--- src/rtl/alu_issue_queue.sv ---
// Purpose: issue queue in front of the combinational 32-bit ALU; buffers ops, drives head to ALU, registers result.
// Latency: 2 edges minimum (push edge, then pop edge into the result register); 1 op/cycle sustained.
// Backpressure: in_ready drops when the FIFO is full or during flush; head pops only when the result register is free or draining.
module alu_issue_queue #(
   parameter int DEPTH = 4,
   parameter int TAG_W = 4
) (
   input  logic                         clk,
   input  logic                         rst_n,
   input  logic                         flush,
   input  logic                         in_valid,
   output logic                         in_ready,
   input  logic [31:0]                  in_a,
   input  logic [31:0]                  in_b,
   input  logic [2:0]                   in_op,
   input  logic [TAG_W-1:0]             in_tag,
   output logic [31:0]                  alu_a,
   output logic [31:0]                  alu_b,
   output logic [2:0]                   alu_ctrl,
   input  logic [31:0]                  alu_result,
   output logic                         out_valid,
   input  logic                         out_ready,
   output logic [31:0]                  out_result,
   output logic [TAG_W-1:0]             out_tag,
   output logic                         out_illegal,
   output logic [$clog2(DEPTH+1)-1:0]   count
);

   localparam int PTR_W = $clog2(DEPTH);
   localparam int CNT_W = $clog2(DEPTH+1);

   typedef struct packed {
      logic [31:0]      a;
      logic [31:0]      b;
      logic [2:0]       op;
      logic [TAG_W-1:0] tag;
   } entry_t;

   // Only ADD, SUB, AND, XOR and SLT are implemented by the ALU.
   function automatic logic op_illegal(input logic [2:0] op);
      case (op)
         3'b000, 3'b001, 3'b010, 3'b011, 3'b101: op_illegal = 1'b0;
         default:                                op_illegal = 1'b1;
      endcase
   endfunction

   entry_t           mem_q [DEPTH];
   logic [PTR_W-1:0] wptr_q, wptr_d;
   logic [PTR_W-1:0] rptr_q, rptr_d;
   logic [CNT_W-1:0] count_q, count_d;
   logic             out_valid_q, out_valid_d;
   logic [31:0]      out_result_q, out_result_d;
   logic [TAG_W-1:0] out_tag_q, out_tag_d;
   logic             out_illegal_q, out_illegal_d;

   entry_t head;
   logic   empty, full, push, pop, head_illegal;

   assign head         = mem_q[rptr_q];
   assign empty        = (count_q == '0);
   assign full         = (count_q == CNT_W'(DEPTH));
   assign head_illegal = op_illegal(head.op);

   // Readiness is purely state-based: a full queue never accepts, even if it pops this cycle.
   assign in_ready = !full && !flush;
   assign push     = in_valid && in_ready;
   assign pop      = !empty && (!out_valid_q || out_ready) && !flush;

   assign out_valid   = out_valid_q;
   assign out_result  = out_result_q;
   assign out_tag     = out_tag_q;
   assign out_illegal = out_illegal_q;
   assign count       = count_q;

   // Head entry feeds the ALU; idle or illegal heads present a harmless ADD of zeros/operands.
   always_comb begin
      alu_a    = '0;
      alu_b    = '0;
      alu_ctrl = '0;
      if (!empty) begin
         alu_a    = head.a;
         alu_b    = head.b;
         alu_ctrl = head_illegal ? 3'b000 : head.op;
      end
   end

   // Next-state for pointers, occupancy and the result register; flush overrides everything.
   always_comb begin
      wptr_d        = wptr_q;
      rptr_d        = rptr_q;
      count_d       = count_q;
      out_valid_d   = out_valid_q;
      out_result_d  = out_result_q;
      out_tag_d     = out_tag_q;
      out_illegal_d = out_illegal_q;
      if (flush) begin
         wptr_d      = '0;
         rptr_d      = '0;
         count_d     = '0;
         out_valid_d = 1'b0;
      end else begin
         if (push) wptr_d = wptr_q + PTR_W'(1);
         if (pop) begin
            rptr_d        = rptr_q + PTR_W'(1);
            out_result_d  = head_illegal ? 32'h0 : alu_result;
            out_tag_d     = head.tag;
            out_illegal_d = head_illegal;
            out_valid_d   = 1'b1;
         end else if (out_valid_q && out_ready) begin
            out_valid_d = 1'b0;
         end
         case ({push, pop})
            2'b10:   count_d = count_q + CNT_W'(1);
            2'b01:   count_d = count_q - CNT_W'(1);
            default: count_d = count_q;
         endcase
      end
   end

   // Payload storage carries no reset; occupancy tracking decides what is meaningful.
   always_ff @(posedge clk) begin
      if (push) mem_q[wptr_q] <= '{a: in_a, b: in_b, op: in_op, tag: in_tag};
   end

   // Control state and result register, cleared asynchronously.
   always_ff @(posedge clk or negedge rst_n) begin
      if (!rst_n) begin
         wptr_q        <= '0;
         rptr_q        <= '0;
         count_q       <= '0;
         out_valid_q   <= 1'b0;
         out_result_q  <= '0;
         out_tag_q     <= '0;
         out_illegal_q <= 1'b0;
      end else begin
         wptr_q        <= wptr_d;
         rptr_q        <= rptr_d;
         count_q       <= count_d;
         out_valid_q   <= out_valid_d;
         out_result_q  <= out_result_d;
         out_tag_q     <= out_tag_d;
         out_illegal_q <= out_illegal_d;
      end
   end

endmodule

--- config.mk ---
export PLATFORM = sky130hd
export DESIGN_NAME = alu_issue_queue
export DESIGN_NICKNAME = d
export VERILOG_FILES = /design/src/rtl/alu_issue_queue.sv
export SDC_FILE = /design/constraint.sdc
export NUM_CORES = 1
export LEC_CHECK = 0
export ABC_AREA = 1
export BUFFER_PORTS_ARGS = -buffer_cell sky130_fd_sc_hd__buf_4
export CAP_MARGIN = 25
export CORE_ASPECT_RATIO = 1.2
export CORE_MARGIN = 1.5
export CORE_UTILIZATION = 55
export CTS_CLUSTER_SIZE = 16
export DETAILED_ROUTE_END_ITERATION = 6
export GPL_ROUTABILITY_DRIVEN = 0
export PLACE_DENSITY_LB_ADDON = 0.3
export SETUP_SLACK_MARGIN = 0.05
export SLEW_MARGIN = 20
export SYNTH_ARGS = -nofsm -noshare
export SYNTH_HDL_FRONTEND = slang
export SYNTH_SLANG_ARGS = --single-unit
export TNS_END_PERCENT = 100
--- constraint.sdc ---
create_clock -name clk -period 4.85 [get_ports clk]
set_input_delay 0.485 -clock clk [delete_from_list [all_inputs] [get_ports clk]]
set_output_delay 0.485 -clock clk [all_outputs]
set_load 0.05 [all_outputs]
## Yosys cells after proc, flatten, opt, wreduce, memory -nomap -nowiden

Memory sizes are Yosys's and may differ from the RTL's.
Index checks and enable logic that the tools add are counted.

| operators by class | value |
|---|---|
| equality and inequality tests | 7 |
| add/sub/neg operators | 4 |
| bitwise operators | 1 |
| mux-type cells | 17 |
| multipliers | 0 |
| shift-type cells | 0 |
| $lt $le $gt $ge | 0 |
| div/mod/pow operators | 0 |
| reduce and logical (&&, ||, !) cells | 18 |

Operators with widths:

| cell | count |
|---|---|
| $mux W32 | 3 |
| $mux W3 | 3 |
| $mux W2 | 4 |
| $eq A3 B2 Y1 const B | 2 |
| $eq A3 B3 Y1 const B | 2 |
| $logic_not A3 Y1 | 2 |
| $mux W1 | 6 |
| $pmux W3 S2 | 1 |
| $reduce_bool A3 Y1 | 2 |
| $logic_and A1 B1 Y1 | 5 |
| $reduce_or A5 Y1 | 1 |
| $add A2 B1 Y2 const B | 2 |
| $logic_not A1 Y1 | 4 |
| $reduce_bool A2 Y1 | 2 |
| $add A3 B1 Y3 const B | 1 |
| $eq A3 B1 Y1 const B | 1 |
| $sub A3 B1 Y3 const B | 1 |
| $eq A2 B1 Y1 const B | 1 |
| $eq A2 B2 Y1 const B | 1 |
| $reduce_and A2 Y1 | 1 |
| $logic_or A1 B1 Y1 | 1 |
| $not A1 Y1 | 1 |

| storage, ports and cells | value |
|---|---|
| bits in latches | 0 |
| output and inout bits | 109 |
| flip-flop bits (word level) | 45 |
| bits in writable memories | 284 |
| bits in read-only memories | 0 |
| logic and storage cells | 55 |
| memories | 1 |
| input port bits | 108 |

Memories:

| memory | words | width | read ports | clocked after memory_dff | wr ports | line | text |
|---|---|---|---|---|---|---|---|
| mem_q | 4 | 71 | 1 | 0 | 1 | 47 | `entry_t mem_q [DEPTH];` |

## Logic depth before layout (Yosys ltp)

Gate-level depths: netlist of the first run.

| logic depth | value |
|---|---|
| depth in word-level cells | 7 |
| gate-level depth with buffers | 13 |

## Least setup slack after synthesis of the first run

Ideal clock, no wire load.

| timing path | value |
|---|---|
| kind | reg2reg |
| from | register count_q[0], in the netlist count[0] |
| to | memory mem_q[0][0] (netlist bit), enable pin |
| path slack | 302 ps |
| period minus slack after synthesis | 4,548 ps |
| library setup time | 501 ps |
| data required time | 4,349 ps |
| data arrival time | 4,048 ps |
| stages on the path, launching flop included | 5 |
| path buffers | 0 |
| path through | dfrtp_1 > nor2_1 > nand2_1 > nand3_2 > nor2_1 |

| on the way | value |
|---|---|
| longest elaborated chain between the ends | 6 |

RTL lines:

| element | line | text |
|---|---|---|
| start: declaration | 50 | `logic [CNT_W-1:0] count_q, count_d;` |
| start signal: assignment | 138 | `count_q <= count_d;` |
| $eq A3 B3 Y1 | 61 | `assign full = (count_q == CNT_W'(DEPTH));` |
| $logic_not A1 Y1 | 65 | `assign in_ready = !full && !flush;` |
| $logic_and A1 B1 Y1 | 65 |  |
| $logic_and A1 B1 Y1 | 66 | `assign push = in_valid && in_ready;` |
| $mux W1 | 122 | `if (push) mem_q[wptr_q] <= '{a: in_a, b: in_b, op: in_op, tag: in_tag};` |
| $mux W1 (not written as such) | 122 |  |
| end: declaration | 47 |  |

Every way passes these cells.

## Worst setup path in the final report of the first run

| timing path | value |
|---|---|
| from | register rptr_q[1] |
| to | output port alu_b[7] |

| on the way | value |
|---|---|
| longest elaborated chain between the ends | 2 |

RTL lines:

| element | line | text |
|---|---|---|
| start: declaration | 49 | `logic [PTR_W-1:0] rptr_q, rptr_d;` |
| start signal: assignment | 137 | `rptr_q <= rptr_d;` |
| $mem_v2 Z4 W71 | -- |  |
| $mux W32 | 80 | `if (!empty) begin` |
| end: declaration | 18 | `output logic [31:0] alu_b,` |

Every way passes these cells.

==> run metrics, run 1 <==
Crit Path Max Fanout 39; global route overflow 0; Int Pwr 5.94 mW; Synth Instances 1066; final cycle utilization of the critical path between 70% and 80%; Clock Path Buffers 3; Die Ht 171 microns; Synthesized Nets 1179; Clock Power Share 21.3%; endpoints failing setup 0; Post-synth EDFFs 284; 1st-pass router iterations 6; Syn Area/Cell 12.1 sq um; reg2reg path depth 7; post-synthesis mux area share 0%; drt initial violations ~630; pin slew with the least headroom to its limit 1020 ps; worst rel slew slack 31.5%; Async S/R FF share, synth 13.7%; drt total wl 28.0 mm; total power 10.6 mW; DP Area 14800 sq um; layout cell share with drive strength beyond 1 22.6%; Startpoint Class register; # Post-CTS Setup Buffers 0; multi-input combinational cell area approximately 2900 sq um; Comb power frac 45.1%; Adder-Cell Fraction of Synth Area 0.543%; gr usage total 22.7%; largest family of logic cells by synthesized area simple AND/OR/NAND/NOR gates; Place WS 1730 ps; final count of hold timing violations 0; area grow syn2layout 22.1%; largest net degree at the start of global routing 91; Slew Viols, Final 0; WHS Path Cells 1; Resized cells post-CTS 0; I/O Pins 217; Hold Path Class in -> reg; TNS Setup 0 ps; number of global-route vias before repair 8230; Critical Path End Type primary output; top-area cell type share of the netlist area 66.1%; R2R Setup Slk approximately 2300 ps; clock buffer count from CTS 31; sw power ~4.7 mW; switching share of power 44.2%; Antenna Violating Nets Remaining 0; HPWL Detailed between 15 and 20 mm; Synth Area in Simple Gates 13.0%; Fmax achieved 271 MHz; cts hold-fix bufs 1; FF+latch count, synth 329; sequential-to-total area share from yosys stat 74.9%; Root Buffer clkbuf_16; crit path time final 3690 ps; Cell Pwr Density roughly 680 nW/um^2; post-synthesis xor/xnor area fraction 0.0679%; status finished clean; Leak a little over 6 nW; # diodes 0; Die X 143 microns; worst path arrival time 3210 ps; Filler Cells Inserted 1680; Syn Std Cell Area 12900 sq um; clk_skew slightly above 8 ps; Worst-Skew Late Latency about 550 ps; die area 24400 sq um; DRC Markers 0; synth top area cells edfxtp_1 (66%), dfrtp_1 (8.7%), nor2_1 (8.1%); nets@finish 1379; post-route cell area 15700 sq um; initial antenna violation count 0; Main synth FF type edfxtp_1; Routed WL per cell 17.4 microns; CTS tree built; RSZ-0062 raised after global routing false; register area between 9000 and 10000 sq um; count leader, synth edfxtp_1; vias between 8000 and 9000; Cell Rows 61; Port Buffers between 200 and 250; Compound-Gate Fraction of Synth Area under 10%; clock sinks ~330; first-pass GRT wire length 42.7 mm; CTS H-tree depth 1; Warnings, synthesis 0; Starting Density a little under three fifths; worst vdd ir 0.442 mV; Netlist cell types 22; CP Class reg -> out; vias per cell around 5.3; sequential share of power 33.6%; post-route setup slack around 1200 ps; Synth area leader edfxtp_1; max_cap viols 0; top cells by count, synth edfxtp_1 (284), nor2_1 (280), o21ai_0 (141), nand2_1 (104), a21oi_1 (69); Clock Pin Slew Worst Setup and Hold Paths 60 ps; core footprint roughly 23000 sq um; worst endpoint required time 4370 ps
## layout by cell type, fill, tap and decap left out, types with 2 or more instances in the layout
cell       Yosys  layout
inv_1         19      18
clkinv_1       2       2
clkbuf_1      28       8
o22ai_1        4       4
dfrtp_1       45      43
nand2_1      104     103
clkbuf_16      0      31
clkbuf_4       0       5
nor2_4         0       4
inv_2          0       2
nor3_1         2       2
nand3_1       42      42
o21ai_0      141     141
buf_4          0     229
clkinv_2       0       4
ha_1           4       4
nor2_1       280     275
clkbuf_8       0       6
a21oi_1       69      69
edfxtp_1     284     284
## worst max-delay path: stages (launching register included)
cell	delay, ps
dfrtp_2	840
inv_2	540
buf_4	440
nor2_1	140
o21ai_0	110
a21oi_1	290
buf_4	260
## registers in the layout (all words and copies together), names as in the netlist
register,flops
mem_q,284
count,3
out_valid,1
out_tag,4
out_result,32
rptr_q,2
wptr_q,2
out_illegal,1
## power groups by stage
stage	combinational (mW)	clock (mW)	sequential (mW)
2_1_floorplan	3.05	0	4.01
3_3_place_gp	4.75	0	3.62
3_5_place_dp	4.81	0	3.63
4_1_cts	4.83	2.31	3.57
5_1_grt	5.12	2.43	3.60
6_report	4.79	2.27	3.57
## cells by family after synthesis
family | after synthesis
AOI/OAI and AO/OA | 215
xor gates and xnor gates | 1
adders and majority gates | 5
buffers and inverters | 86
DFF | 329
and+or+nand+nor | 430
## through the flow
stage               cells  util (%)  hold slack, ps
floorplan            1066         -             189
global route         1606      68.1             109
global placement     1547      63.8             463
finish               1606      68.1             132
detailed placement   1547      63.8             466
CTS                  1606      68.1             116
## layout make-up
class | instances | share of cell area (%)
clock buffer | 50 | 5.88
clock inverter | 8 | 0.326
inverter | 22 | 0.540
multi-input combinational | 651 | 18.3
sequential | 329 | 61.4
tap | 315 | 2.50
timing repair buffer | 231 | 11.1
## layer usage
metal,wire length (microns),GRT usage (%)
met1,11000,27.7
met2,14400,40.6
met3,1800,4.09
met4,779,7.62
met5,0,0
## worst paths after layout
kind,end,startpoint
max in group asynchronous,rptr_q[0]$_DFFE_PN0P_,rst_n
worst max register to register,out_result[1]$_DFFE_PN0P_,rptr_q[1]$_DFFE_PN0P_
worst max-delay path,alu_b[7],rptr_q[1]$_DFFE_PN0P_
worst min-delay path,mem_q[0][0]$_DFFE_PP_,in_tag[0]
min in group asynchronous,out_result[11]$_DFFE_PN0P_,rst_n
worst min register to register,out_tag[0]$_DFFE_PN0P_,out_tag[0]$_DFFE_PN0P_
Note: power is estimated with default switching activity, not from simulation.
==> run 2, diff against run 1 <==
--- a/config.mk
+++ b/config.mk
@@ -5,7 +5,7 @@
 export SDC_FILE = /design/constraint.sdc
 export NUM_CORES = 1
 export LEC_CHECK = 0
-export ABC_AREA = 1
+export ABC_AREA = 0
 export BUFFER_PORTS_ARGS = -buffer_cell sky130_fd_sc_hd__buf_4
 export CAP_MARGIN = 25
 export CORE_ASPECT_RATIO = 1.2
==> constraint.sdc (replaced) <==
create_clock -name clk -period 3.8 [get_ports clk]
set_input_delay 0.38 -clock clk [delete_from_list [all_inputs] [get_ports clk]]
set_output_delay 0.38 -clock clk [all_outputs]
set_load 0.05 [all_outputs]
==> run 2 against run 1 <==
  * First-iteration DRC count fell by 42%
  * Hold slack got worse by 110 ps
  * Sequential cell count did not move
  * Critical endpoint is now alu_b[0]
  * Highest routed layer unchanged
==> run metrics, run 2 <==
TNS Setup 0 ps (unchanged); CTS H-tree depth 1 (unchanged); worst rel slew slack 48.7% (+17 points); number of flip-flops under the largest register name 284 (unchanged); largest family of logic cells by synthesized area multiplexers; CTS tree built; vias 6635 (-22%); largest net degree at the start of global routing 67 (-26%); pin slew with the least headroom to its limit 766 ps (-259 ps); Warnings, synthesis 0 (unchanged); Compound-Gate Fraction of Synth Area 1.49% (-6.9 points); Syn Std Cell Area 12600 sq um (-2.0%); gr usage total 21.5% (-1.2 points); layout cell share with drive strength beyond 1 39.1% (+17 points); register area 9660 sq um (about the same); R2R Setup Slk 1030 ps (-1280 ps); Antenna Violating Nets Remaining 0 (unchanged); Crit Path Max Fanout 41 (+5.1%); Worst-Skew Late Latency 550 ps (about the same); Main synth FF type edfxtp_1; Largest Register mem_q; Adder-Cell Fraction of Synth Area 0.554% (+0.011 points); crit-path max cell delay 860 ps (+20 ps); worst vdd ir 0.490 mV (+11%); Cell Pwr Density 783 nW/um^2 (+16%); critical path depth 4 (-2); WHS Path Cells 1 (unchanged); vias per cell 5.58 (+5.2%); Syn Area/Cell 19.2 sq um (+59%); core footprint 22500 sq um (-2.6%); number of global-route vias before repair 7030 (-15%); RSZ-0062 raised after global routing false; area grow syn2layout 23.0%; DRC Markers 0 (unchanged); drt initial violations 369 (-42%); endpoints failing setup 0 (unchanged); top cells by count, synth edfxtp_1 (284), nand2_1 (78), mux4_2 (71), and2_1 (68), dfrtp_1 (45); Finished Core Util 69.0% (+0.94 points); Hold Path Class in -> reg; clock buffer count from CTS 31 (unchanged); Leak 5.66 nW (-7.8%); crit path time final 3190 ps; Starting Density 56.1% (+0.36 points); multi-input combinational cell area 2840 sq um (-1.4%); nets@finish 1001 (-27%); CP Class reg -> out; reg2reg start count[0]$_DFFE_PN0P_; first-pass GRT wire length 38.7 mm (-9.3%); post-synthesis mux area share 13.2% (+13 points); drt total wl 25.4 mm (-9.3%); clk_skew 16.3 ps (+8.25 ps); CP Buf/Inv Count 2 (-1); Hold Crit Start in_b[30]; reg2reg path depth 7 (unchanged); Async S/R FF share, synth 13.7% (unchanged); Cell Rows 60 (-1.6%); Synth Area in Simple Gates 6.85% (-6.2 points); worst reg2reg endpoint count[2]$_DFFE_PN0P_; WHS Endpoint mem_q[0][37]$_DFFE_PP_; count leader, synth edfxtp_1; Synthesized Nets 772 (-35%); Slew Viols, Final 0 (unchanged); I/O Pins 217 (unchanged); # Post-CTS Setup Buffers 0 (unchanged); most frequent cells in the layout edfxtp_1 (284), buf_4 (229), nand2_1 (78); Critical Path End Type primary output; sequential-to-total area share from yosys stat 76.4% (+1.5 points); worst endpoint required time 3420 ps (-950 ps); Root Buffer clkbuf_16; cell family with most CP delay flip-flops; FF+latch count, synth 329 (unchanged); Die X 141 microns (-0.97%); post-synthesis xor/xnor area fraction 0.208% (+0.14 points); Worst path slowest cell dfrtp_4; HPWL Detailed 15.8 mm (-3.8%); Place WS 1060 ps (-674 ps); worst path arrival time 2810 ps (-400 ps); Post-synth EDFFs 284 (unchanged); initial antenna violation count 1 (+1); CP cell instances buf_12 > mux4_2 > and2_1 > buf_4; final count of hold timing violations 0 (unchanged); max_cap viols 0 (unchanged); clock sinks 329 (unchanged); Port Buffers 216 (unchanged); global route overflow 0 (unchanged); Die Ht 169 microns (-0.98%); Clock Pin Slew Worst Setup and Hold Paths 60 ps (about the same); Filler Cells Inserted 1469 (-13%); final cycle utilization of the critical path 83.9%; 1st-pass router iterations 5 (-1); Clock Path Buffers 3 (unchanged); Startpoint Class register; synth top area cells edfxtp_1 (67%), mux4_2 (13%), dfrtp_1 (8.9%); top-area cell type share of the netlist area 67.5% (+1.3 points); die area 23900 sq um (-1.9%); status finished clean; Routed WL per cell 21.3 microns (+22%); Netlist cell types 28 (+27%); Synth Instances 659 (-38%); post-route setup slack 613 ps (-545 ps); Synth area leader edfxtp_1; commonest non-fill, non-tap cell in the layout edfxtp_1; Fmax achieved 314 MHz
[run 2: cell count changes in the layout (fill, tap and decap cells not counted), sizes merged, moves of 27 or more]
| cell | before | now |
|---|---|---|
| nand3 | 43 | 0 |
| o21ai | 142 | 33 |
| nor2 | 280 | 10 |
| mux4 | 0 | 71 |
| nand2 | 105 | 78 |
| a21oi | 69 | 1 |
| and2 | 0 | 68 |
[run 2: cell type report]
class / count / area share [%]
Sequential cell: 329 / 62.2
Multi-Input combinational cell: 292 / 18.2
Timing Repair Buffer: 231 / 11.3
Clock buffer: 41 / 5.23
Tap cell: 279 / 2.25
Clock inverter: 14 / 0.773
Inverter: 3 / 0.0724
Antenna cell: 1 / 0.0161
[run 2: cells by family (layout without fill, tap and decap cells)]
logic type	count (synthesis)	count (layout)
AOI/OAI and AO/OA	36	36
xor gates and xnor gates	3	3
adders and majority gates	5	5
buffers and inverters	38	289
DFF	329	329
muxes	77	77
other	0	1
and+or+nand+nor	171	171
[run 2: how the worst max path moves through the flow]
stage                     slack (ps)               endpoint                   from
after floorplan                  380  mem_q[0][0]$_DFFE_PP_   count[0]$_DFFE_PN0P_
after global placement          1130               alu_b[0]  rptr_q[0]$_DFFE_PN0P_
after detailed placement        1060   count[2]$_DFFE_PN0P_   count[0]$_DFFE_PN0P_
after CTS                        530               alu_b[0]  rptr_q[0]$_DFFE_PN0P_
after global routing             430              alu_b[20]  rptr_q[0]$_DFFE_PN0P_
final                            610               alu_b[0]  rptr_q[0]$_DFFE_PN0P_
[run 2: repair_timing]
item	4_1_cts	5_1_grt
hold buffers	1	0
hold endpoints to repair	45	0
resized for setup	0	0
setup endpoints to repair	0	0
[run 2: worst reg2reg max path, stage by stage, from the launching register on]
cell and delay [ps]:
dfrtp_1 500, nor3b_1 120, nor3b_2 620, nor2_1 150
fa_1 410, or3_1 370, mux2i_1 150, mux2_2 350
[run 2: routing by layer]
metal / part of all wire (%) / vias to the layer above / routed length (microns) / track usage [%]
met4: 1.7 / 0 / 419 / 6.14
met2: 52 / 263 / 13200 / 38.0
met5: 0 / - / 0 / 0
li1: - / 2988 / - / -
met3: 7.1 / 33 / 1800 / 3.82
met1: 39 / 3351 / 9950 / 27.6
[run 2: report_power, final]
| group | internal, mW | switching [mW] | leakage [nW] |
|---|---|---|---|
| Combinational | 1.62 | 3.15 | 2.05 |
| Sequential | 4.32 | 0.230 | 3.15 |
| Clock | 1.63 | 1.22 | 0.456 |
[run 2: stage by stage]
stage / hold slack (ps) / instance area [sq um] / cells / total power, mW
floorplan: 84.4 / 12600 / 659 / 7.99
global placement: 392 / 14600 / 1133 / 9.34
detailed placement: 409 / 14600 / 1133 / 9.44
CTS: 2.25 / 15500 / 1189 / 12.3
global route: 7.42 / 15500 / 1190 / 12.7
finish: 21.1 / 15500 / 1190 / 12.2
